`src/rtl/dsa_sample_sched.sv`:
```
// rtl/dsa_sample_sched.sv - sample scheduler and soft-mute gain ramp ahead of the delta-sigma modulator
module dsa_sample_sched #(
   parameter int DAC_BW     = 16,
   parameter int OSR        = 64,
   parameter int FIFO_DEPTH = 4,
   parameter int PRIME_LVL  = 2
) (
   input  logic              clk,
   input  logic              rst,
   input  logic              enable,
   input  logic              mute,
   input  logic              s_valid,
   output logic              s_ready,
   input  logic [DAC_BW-1:0] s_data,
   output logic [DAC_BW-1:0] dac_din,
   output logic              dac_rst_n,
   output logic              underrun,
   output logic              busy
);

   localparam int PTR_W = (FIFO_DEPTH > 1) ? $clog2(FIFO_DEPTH) : 1;
   localparam int CNT_W = $clog2(FIFO_DEPTH + 1);
   localparam int OSR_W = $clog2(OSR);
   localparam int PW    = DAC_BW + 6;

   typedef enum logic [1:0] {
      S_IDLE  = 2'd0,
      S_PRIME = 2'd1,
      S_RUN   = 2'd2,
      S_DRAIN = 2'd3
   } state_t;

   state_t            state;
   state_t            state_nx;
   logic [OSR_W-1:0]  cnt;
   logic [4:0]        g;
   logic [4:0]        g_new;
   logic [CNT_W-1:0]  count;
   logic [PTR_W-1:0]  wr_ptr;
   logic [PTR_W-1:0]  rd_ptr;
   logic [DAC_BW-1:0] mem [FIFO_DEPTH];

   logic              running;
   logic              strobe;
   logic              fifo_empty;
   logic              push;
   logic              pop;
   logic              flush;
   logic [DAC_BW-1:0] sample_sel;
   logic signed [PW-1:0] smp_ext;
   logic signed [PW-1:0] gain_ext;
   logic signed [PW-1:0] prod;
   logic [DAC_BW-1:0] scaled;
   logic              unused_prod_bits;

   function automatic logic [PTR_W-1:0] ptr_inc(input logic [PTR_W-1:0] p);
      return (p == PTR_W'(FIFO_DEPTH - 1)) ? '0 : p + 1'b1;
   endfunction

   assign running    = (state == S_RUN) || (state == S_DRAIN);
   assign strobe     = running && (cnt == '0);
   assign fifo_empty = (count == '0);
   // reset gating keeps s_ready low while rst is held, even with enable high
   assign s_ready    = !rst && enable && (state != S_DRAIN) && (count < CNT_W'(FIFO_DEPTH));
   assign push       = s_valid && s_ready;
   assign pop        = strobe && !fifo_empty;
   assign flush      = (state != S_IDLE) && (state_nx == S_IDLE);
   assign busy       = (state != S_IDLE);

   // an empty FIFO at the strobe plays silence rather than a stale entry
   assign sample_sel = fifo_empty ? '0 : mem[rd_ptr];

   // gain scaling: signed sample times zero-extended gain, then divide by 16 with floor
   assign smp_ext  = PW'($signed(sample_sel));
   assign gain_ext = PW'({1'b0, g_new});
   assign prod     = smp_ext * gain_ext;
   assign scaled   = prod[DAC_BW+3:4];
   assign unused_prod_bits = ^{prod[PW-1:DAC_BW+4], prod[3:0]};

   // gain step taken at the next strobe: ramp up while playing, down when muted or draining
   always_comb begin
      g_new = g;
      if ((state == S_RUN) && !mute) begin
         g_new = (g == 5'd16) ? g : g + 5'd1;
      end else if (g != 5'd0) begin
         g_new = g - 5'd1;
      end
   end

   // playback state transitions
   always_comb begin
      state_nx = state;
      case (state)
         S_IDLE:  if (enable) state_nx = S_PRIME;
         S_PRIME: begin
            if (!enable)                           state_nx = S_IDLE;
            else if (count >= CNT_W'(PRIME_LVL))   state_nx = S_RUN;
         end
         S_RUN:   if (!enable) state_nx = S_DRAIN;
         S_DRAIN: if (strobe && (g_new == 5'd0)) state_nx = S_IDLE;
         default: state_nx = S_IDLE;
      endcase
   end

   // sample storage; occupancy tracking lives with the FSM so a flush wins over push/pop
   always_ff @(posedge clk) begin
      if (push) mem[wr_ptr] <= s_data;
   end

   // FSM, rate counter, gain, FIFO pointers and registered modulator outputs
   always_ff @(posedge clk or posedge rst) begin
      if (rst) begin
         state     <= S_IDLE;
         cnt       <= '0;
         g         <= '0;
         count     <= '0;
         wr_ptr    <= '0;
         rd_ptr    <= '0;
         dac_din   <= '0;
         dac_rst_n <= 1'b0;
         underrun  <= 1'b0;
      end else begin
         state <= state_nx;

         if (running) begin
            cnt <= (cnt == OSR_W'(OSR - 1)) ? '0 : cnt + 1'b1;
         end else begin
            cnt <= '0;
         end

         if ((state == S_IDLE) && (state_nx == S_PRIME)) begin
            g <= '0;
         end else if (strobe) begin
            g <= g_new;
         end

         if (flush) begin
            count  <= '0;
            wr_ptr <= '0;
            rd_ptr <= '0;
         end else begin
            if (push) wr_ptr <= ptr_inc(wr_ptr);
            if (pop)  rd_ptr <= ptr_inc(rd_ptr);
            case ({push, pop})
               2'b10:   count <= count + 1'b1;
               2'b01:   count <= count - 1'b1;
               default: count <= count;
            endcase
         end

         underrun <= strobe && fifo_empty;

         if (state_nx == S_IDLE) begin
            dac_din <= '0;
         end else if (strobe) begin
            dac_din <= scaled;
         end

         dac_rst_n <= (state_nx == S_RUN) || (state_nx == S_DRAIN);
      end
   end

endmodule

```
`config.mk`:
```
export PLATFORM = sky130hd
export DESIGN_NAME = dsa_sample_sched
export DESIGN_NICKNAME = d
export VERILOG_FILES = /design/src/rtl/dsa_sample_sched.sv
export SDC_FILE = /design/constraint.sdc
export NUM_CORES = 1
export LEC_CHECK = 0
export BUFFER_PORTS_ARGS = -buffer_cell sky130_fd_sc_hd__buf_2
export CAP_MARGIN = 20
export CORE_UTILIZATION = 30
export CTS_BUF_LIST = sky130_fd_sc_hd__clkbuf_16
export DETAILED_ROUTE_END_ITERATION = 10
export GPL_TIMING_DRIVEN = 0
export PLACE_DENSITY = 0.5
export SYNTH_ARGS = -nofsm -noshare
export SYNTH_HDL_FRONTEND = slang
export SYNTH_SLANG_ARGS = --single-unit
```
`constraint.sdc`:
```
create_clock -name clk -period 5.2 [get_ports clk]
set_input_delay 1.04 -clock clk [delete_from_list [all_inputs] [get_ports clk]]
set_output_delay 1.04 -clock clk [all_outputs]
set_load 0.03 [all_outputs]
```
# Yosys cells after proc, flatten, opt, wreduce, memory -nomap -nowiden
# Memories as Yosys holds them, arrays and structs flattened.
# Cells that the tools add are included.
# word_totals
ram_bits,64
wordCells,87
memories,1
reg_bits,38
# mem_list
memory,words,word_bits,read_ports,rd_ports_with_merged_regs,wr,line_no,source
mem,4,16,1,0,1,41,logic [DAC_BW-1:0] mem [FIFO_DEPTH];
# op_classes
order_cmp,2
n_reduce_logical,28
add_sub_neg,7
mux,26
n_mul,1
n_eq_ne,13
# op_table
cell,count
$mux 16,3
$mux 5,5
$mux 2,11
$mul 16x6->20,1
$eq 2x2->1 const B,7
$mux 6,2
$logic_and 1x1->1,11
$reduce_bool 2->1,5
$pmux 2 s4,1
$add 6x1->6 const B,1
$eq 2x1->1 const B,3
$eq 6x6->1 const B,1
$logic_not 6->1,1
$pmux 3 s2,1
$add 5x1->5 const B,1
$eq 5x5->1 const B,1
$logic_not 5->1,1
$reduce_bool 5->1,1
$sub 5x1->5 const B,1
$add 2x1->2 const B,2
$logic_not 2->1,2
$add 3x1->3 const B,1
$ge 3x2->1 const B,1
$logic_not 1->1,3
other kinds (8),10

# Depth between registers and ports, before layout
# logic_depth
ltp_word,10
mapped_depth,22

# Worst setup path after synthesis
# No wires, ideal clock.
# synth_path
kind,input to register
start,input port mute
end,register dac_din[15]
arrival_ns,6.018
setup_slack_ns,-0.912
cell_stages,19
setup_time_ns,0.094
required_ns,5.106
path_buffers,2
cell_sequence,or3b_1 -> buf_2 -> o31ai_2 -> clkbuf_1 -> nor2_1 -> fa_1 -> fa_1 -> inv_1 -> fa_1 -> inv_1 -> ha_1 -> a21o_1 -> a21o_1 -> a21o_1 -> a31oi_1 -> a31oi_1 -> o31a_1 -> xnor3_1 -> a211oi_1
# synth_between
elab_chain_cells,9
word_cells_on_any_way,12
classes_between,mul (1); mux (5); reduce/logical (6)
# synth_rtl
item,line_no,source
start: declaration,11,"input logic mute,"
$logic_not 1->1 (*),83,if ((state == S_RUN) && !mute) begin
$logic_and 1x1->1 (*),83,
$mux 5 (*),83,
"parallel branches: the longest is 6 deep, another holds $mul 16x6->20",-,
end signal: assignment,156,dac_din <= scaled;
end: declaration,15,"output logic [DAC_BW-1:0] dac_din,"
# Mark *: on every way between the ends. The select of a mux whose other input is x is not followed.
# A chain may end at the register's enable or synchronous reset.

# Final worst setup path
# layout_path
start,input port mute
end,register dac_din[9]
# Same word-level chain as after synthesis.

==> impl_results.md <==
- Vias in the first global route: 5150
- TritonRoute pass-1 iters: 4
- Global-route wire length before repair: 27610 um
- CP Class: in -> reg
- Post-synthesis sequential area ratio: 0.4064
- # rows: 55
- Number of DRC markers in iteration 0: 215
- Worst-path fanout max: 7
- Congestion Overflow GR: 0
- Post-Synthesis Cells: 669
- Drt wl/cell: 15.67 um
- RSZ-0062 raised after global routing: true
- DP Wirelength: 12050 um
- Final worst setup slack: -0.2846 ns
- Post-Syn Area: 7069 sq um
- Worst-Skew Late Latency: 0.36 ns
- Crit path capture type: flop
- DIE HEIGHT: 155.5 um
- Failing checks: negative setup slack
- Gpl congestion: 0.7756
- Reg2Reg Depth: 22
- Fmax: 0.1823 GHz
- Hold path depth: 1
- DRT Wirelength: 16920 um
- Htree depth: 3
- Skew final: 0.009749 ns
- Post-route ant nets: 0
- Fin. max-slew vios: 0
- DIE WIDTH: 155.5 um
- Initial antenna violation count: 1
- Cell variety after synth: 64
- Hold path start: cnt[0]$_DFF_PP0_
- Via Count: 5012
- Net count after synthesis: 779
- Routed vias/inst: 4.641
- Initial Utilization: 0.3094
- Post-synth EDFFs: 64
- Synth Warn #: 0
- Clk slew on worst S/H paths: 0.08 ns
- Outcome: finished, violations left
- CTS Buffer Depth: 2
- CTS tree: yes
- Most common cell after layout, fill and taps aside: nor2_1
- Worst reg-to-reg setup slack: -0.24 ns
- Critical Path AT: 5.77 ns
- Clock root buffer: clkbuf_16
- Synthesized area per cell: 10.57 sq um
- Flops & latches, synth: 102
- Diode count: 0
- Largest net degree at the start of global routing: 39
- Clock Sinks: 102
- Setup violators final: 10
- Worst Hold Path EP: cnt[0]$_DFF_PP0_
- Commonest cells after routing, fill and taps aside: 98 x nor2_1, 83 x inv_1, 64 x edfxtp_1
- CP Launch Type: primary input
- I/O Buffers: 40
- Fillers: 2273
- Die footprint: 24180 sq um
- Final hold vios: 0
- DRC: 0
- Core area: 22850 sq um
- Worst slew margin: 0.3996
- Layout cell share with drive strength beyond 1: 0.2881
- Layout area overhead: 24.97%
- FFs w/ async S/R, synth: 0.3725
- Least-Margin Pin Slew: 0.9005 ns
- Period utilization: 1.055
- WP data required: 5.48 ns
- Max-Cap Viols: 0
- Period minus WS final: 5.485 ns
- Main synth FF type: edfxtp_1
- Total GRT Usage: 0.1481
- RR Endpoint: dac_din[9]$_DFFE_PP0P_
- Final net count: 872
- Reg2Reg Launch Point: g[0]$_DFFE_PP0P_
- Total CTS buffers: 9
- Worst hold-check path type: reg -> reg
- Pre-CTS setup slack: -1.057 ns
- Io pins: 41
-- synth_stat cells (all sizes together) (12+ instances only) --
| library cell | n | area share |
|---|---|---|
| nand3 | 12 | 0.0092 |
| ha | 42 | 0.074 |
| fa | 47 | 0.13 |
| nor2 | 116 | 0.062 |
| o21ai | 21 | 0.015 |
| edfxtp | 64 | 0.27 |
| nand2 | 44 | 0.023 |
| inv | 93 | 0.049 |
| dfrtp | 38 | 0.13 |
| a21oi | 20 | 0.014 |
| clkbuf | 13 | 0.0069 |
| nor3 | 15 | 0.011 |
| mux4 | 16 | 0.051 |
-- worst max path at each step --
stage	startpoint	endpoint	slack, ns	depth (start not counted)
after floorplan	mute	dac_din[15]$_DFFE_PP0P_	-0.25	19
after global placement	mute	dac_din[15]$_DFFE_PP0P_	-1.09	21
after detailed placement	mute	dac_din[15]$_DFFE_PP0P_	-1.06	21
after CTS	mute	dac_din[9]$_DFFE_PP0P_	-0.29	21
after global routing	mute	dac_din[9]$_DFFE_PP0P_	-0.42	21
final	mute	dac_din[9]$_DFFE_PP0P_	-0.28	21
-- area by class of cell --
type	instances	area, sq um	share of cell area
clock buffer	9	225.2	0.02549
sequential	102	2875	0.3255
buffer	23	186.4	0.02110
multi-input combinational	450	4144	0.4691
inverter	93	349.1	0.03951
clock inverter	7	91.34	0.01034
timing repair buffer	83	571.8	0.06472
tap	313	391.6	0.04433
-- sequential cells by signal, summed over array words and instances (netlist names) --
| signal | count |
|---|---|
| rd_ptr | 2 |
| underrun | 1 |
| mem | 64 |
| cnt | 6 |
| dac_rst_n | 1 |
| dac_din | 16 |
| g | 5 |
| count | 3 |
| state | 2 |
| wr_ptr | 2 |
-- per-stage QoR --
step	hold slack (ns)	instance area (sq um)	cells	TNS (ns)	utilization
2_1_floorplan	0.4536	7271	669	-0.8136	-
3_3_place_gp	0.4813	7863	1022	-8.570	0.3441
3_5_place_dp	0.4881	7869	1023	-8.586	0.3444
4_1_cts	0.5004	8656	1075	-0.9523	0.3789
5_1_grt	0.5453	8835	1080	-3.126	0.3867
6_report	0.4909	8835	1080	-1.505	0.3867
-- per-layer routing --
metal / GRT usage / up-vias / wire length [um]
met2: 0.2449 / 64 / 7864
met5: 0 / - / 10
li1: - / 2452 / -
met3: 0.02368 / 11 / 467
met1: 0.2032 / 2483 / 8434
met4: 0.03408 / 2 / 146
-- cell families after synthesis --
logic type | Yosys count | synth area share
compound gates | 90 | 0.08354
fa+ha+maj | 89 | 0.2074
simple gates | 236 | 0.1577
flops | 102 | 0.4064
buf+inv | 117 | 0.06602
xor+xnor | 15 | 0.02053
mux | 20 | 0.05841
-- worst max-delay path, cell delays in order --
cell and delay, ns:
buf_8 0.10, or3b_1 0.35, buf_6 0.16, a311o_2 0.48, clkbuf_16 0.20, nor2_4 0.08, fa_1 0.43, inv_2 0.07
fa_1 0.44, fa_1 0.53, inv_2 0.05, ha_4 0.23, nor2b_4 0.13, o21ai_2 0.16, a21boi_2 0.09, buf_4 0.14
o211a_1 0.22, o21a_1 0.19, o21a_1 0.18, or3_1 0.34, a31oi_1 0.13
-- timing repair --
item | 4_1_cts | 5_1_grt
setup buffers | 36 | 7
resized for setup | 49 | 33
gates cloned | 1 | 0
pin swaps | 38 | 50
hold buffers | 0 | 0
setup endpoints to repair | 13 | 11
Power is left out: the tool's default activity adds up to more than one toggle a clock period on the data nets, which glitch-free logic cannot reach.
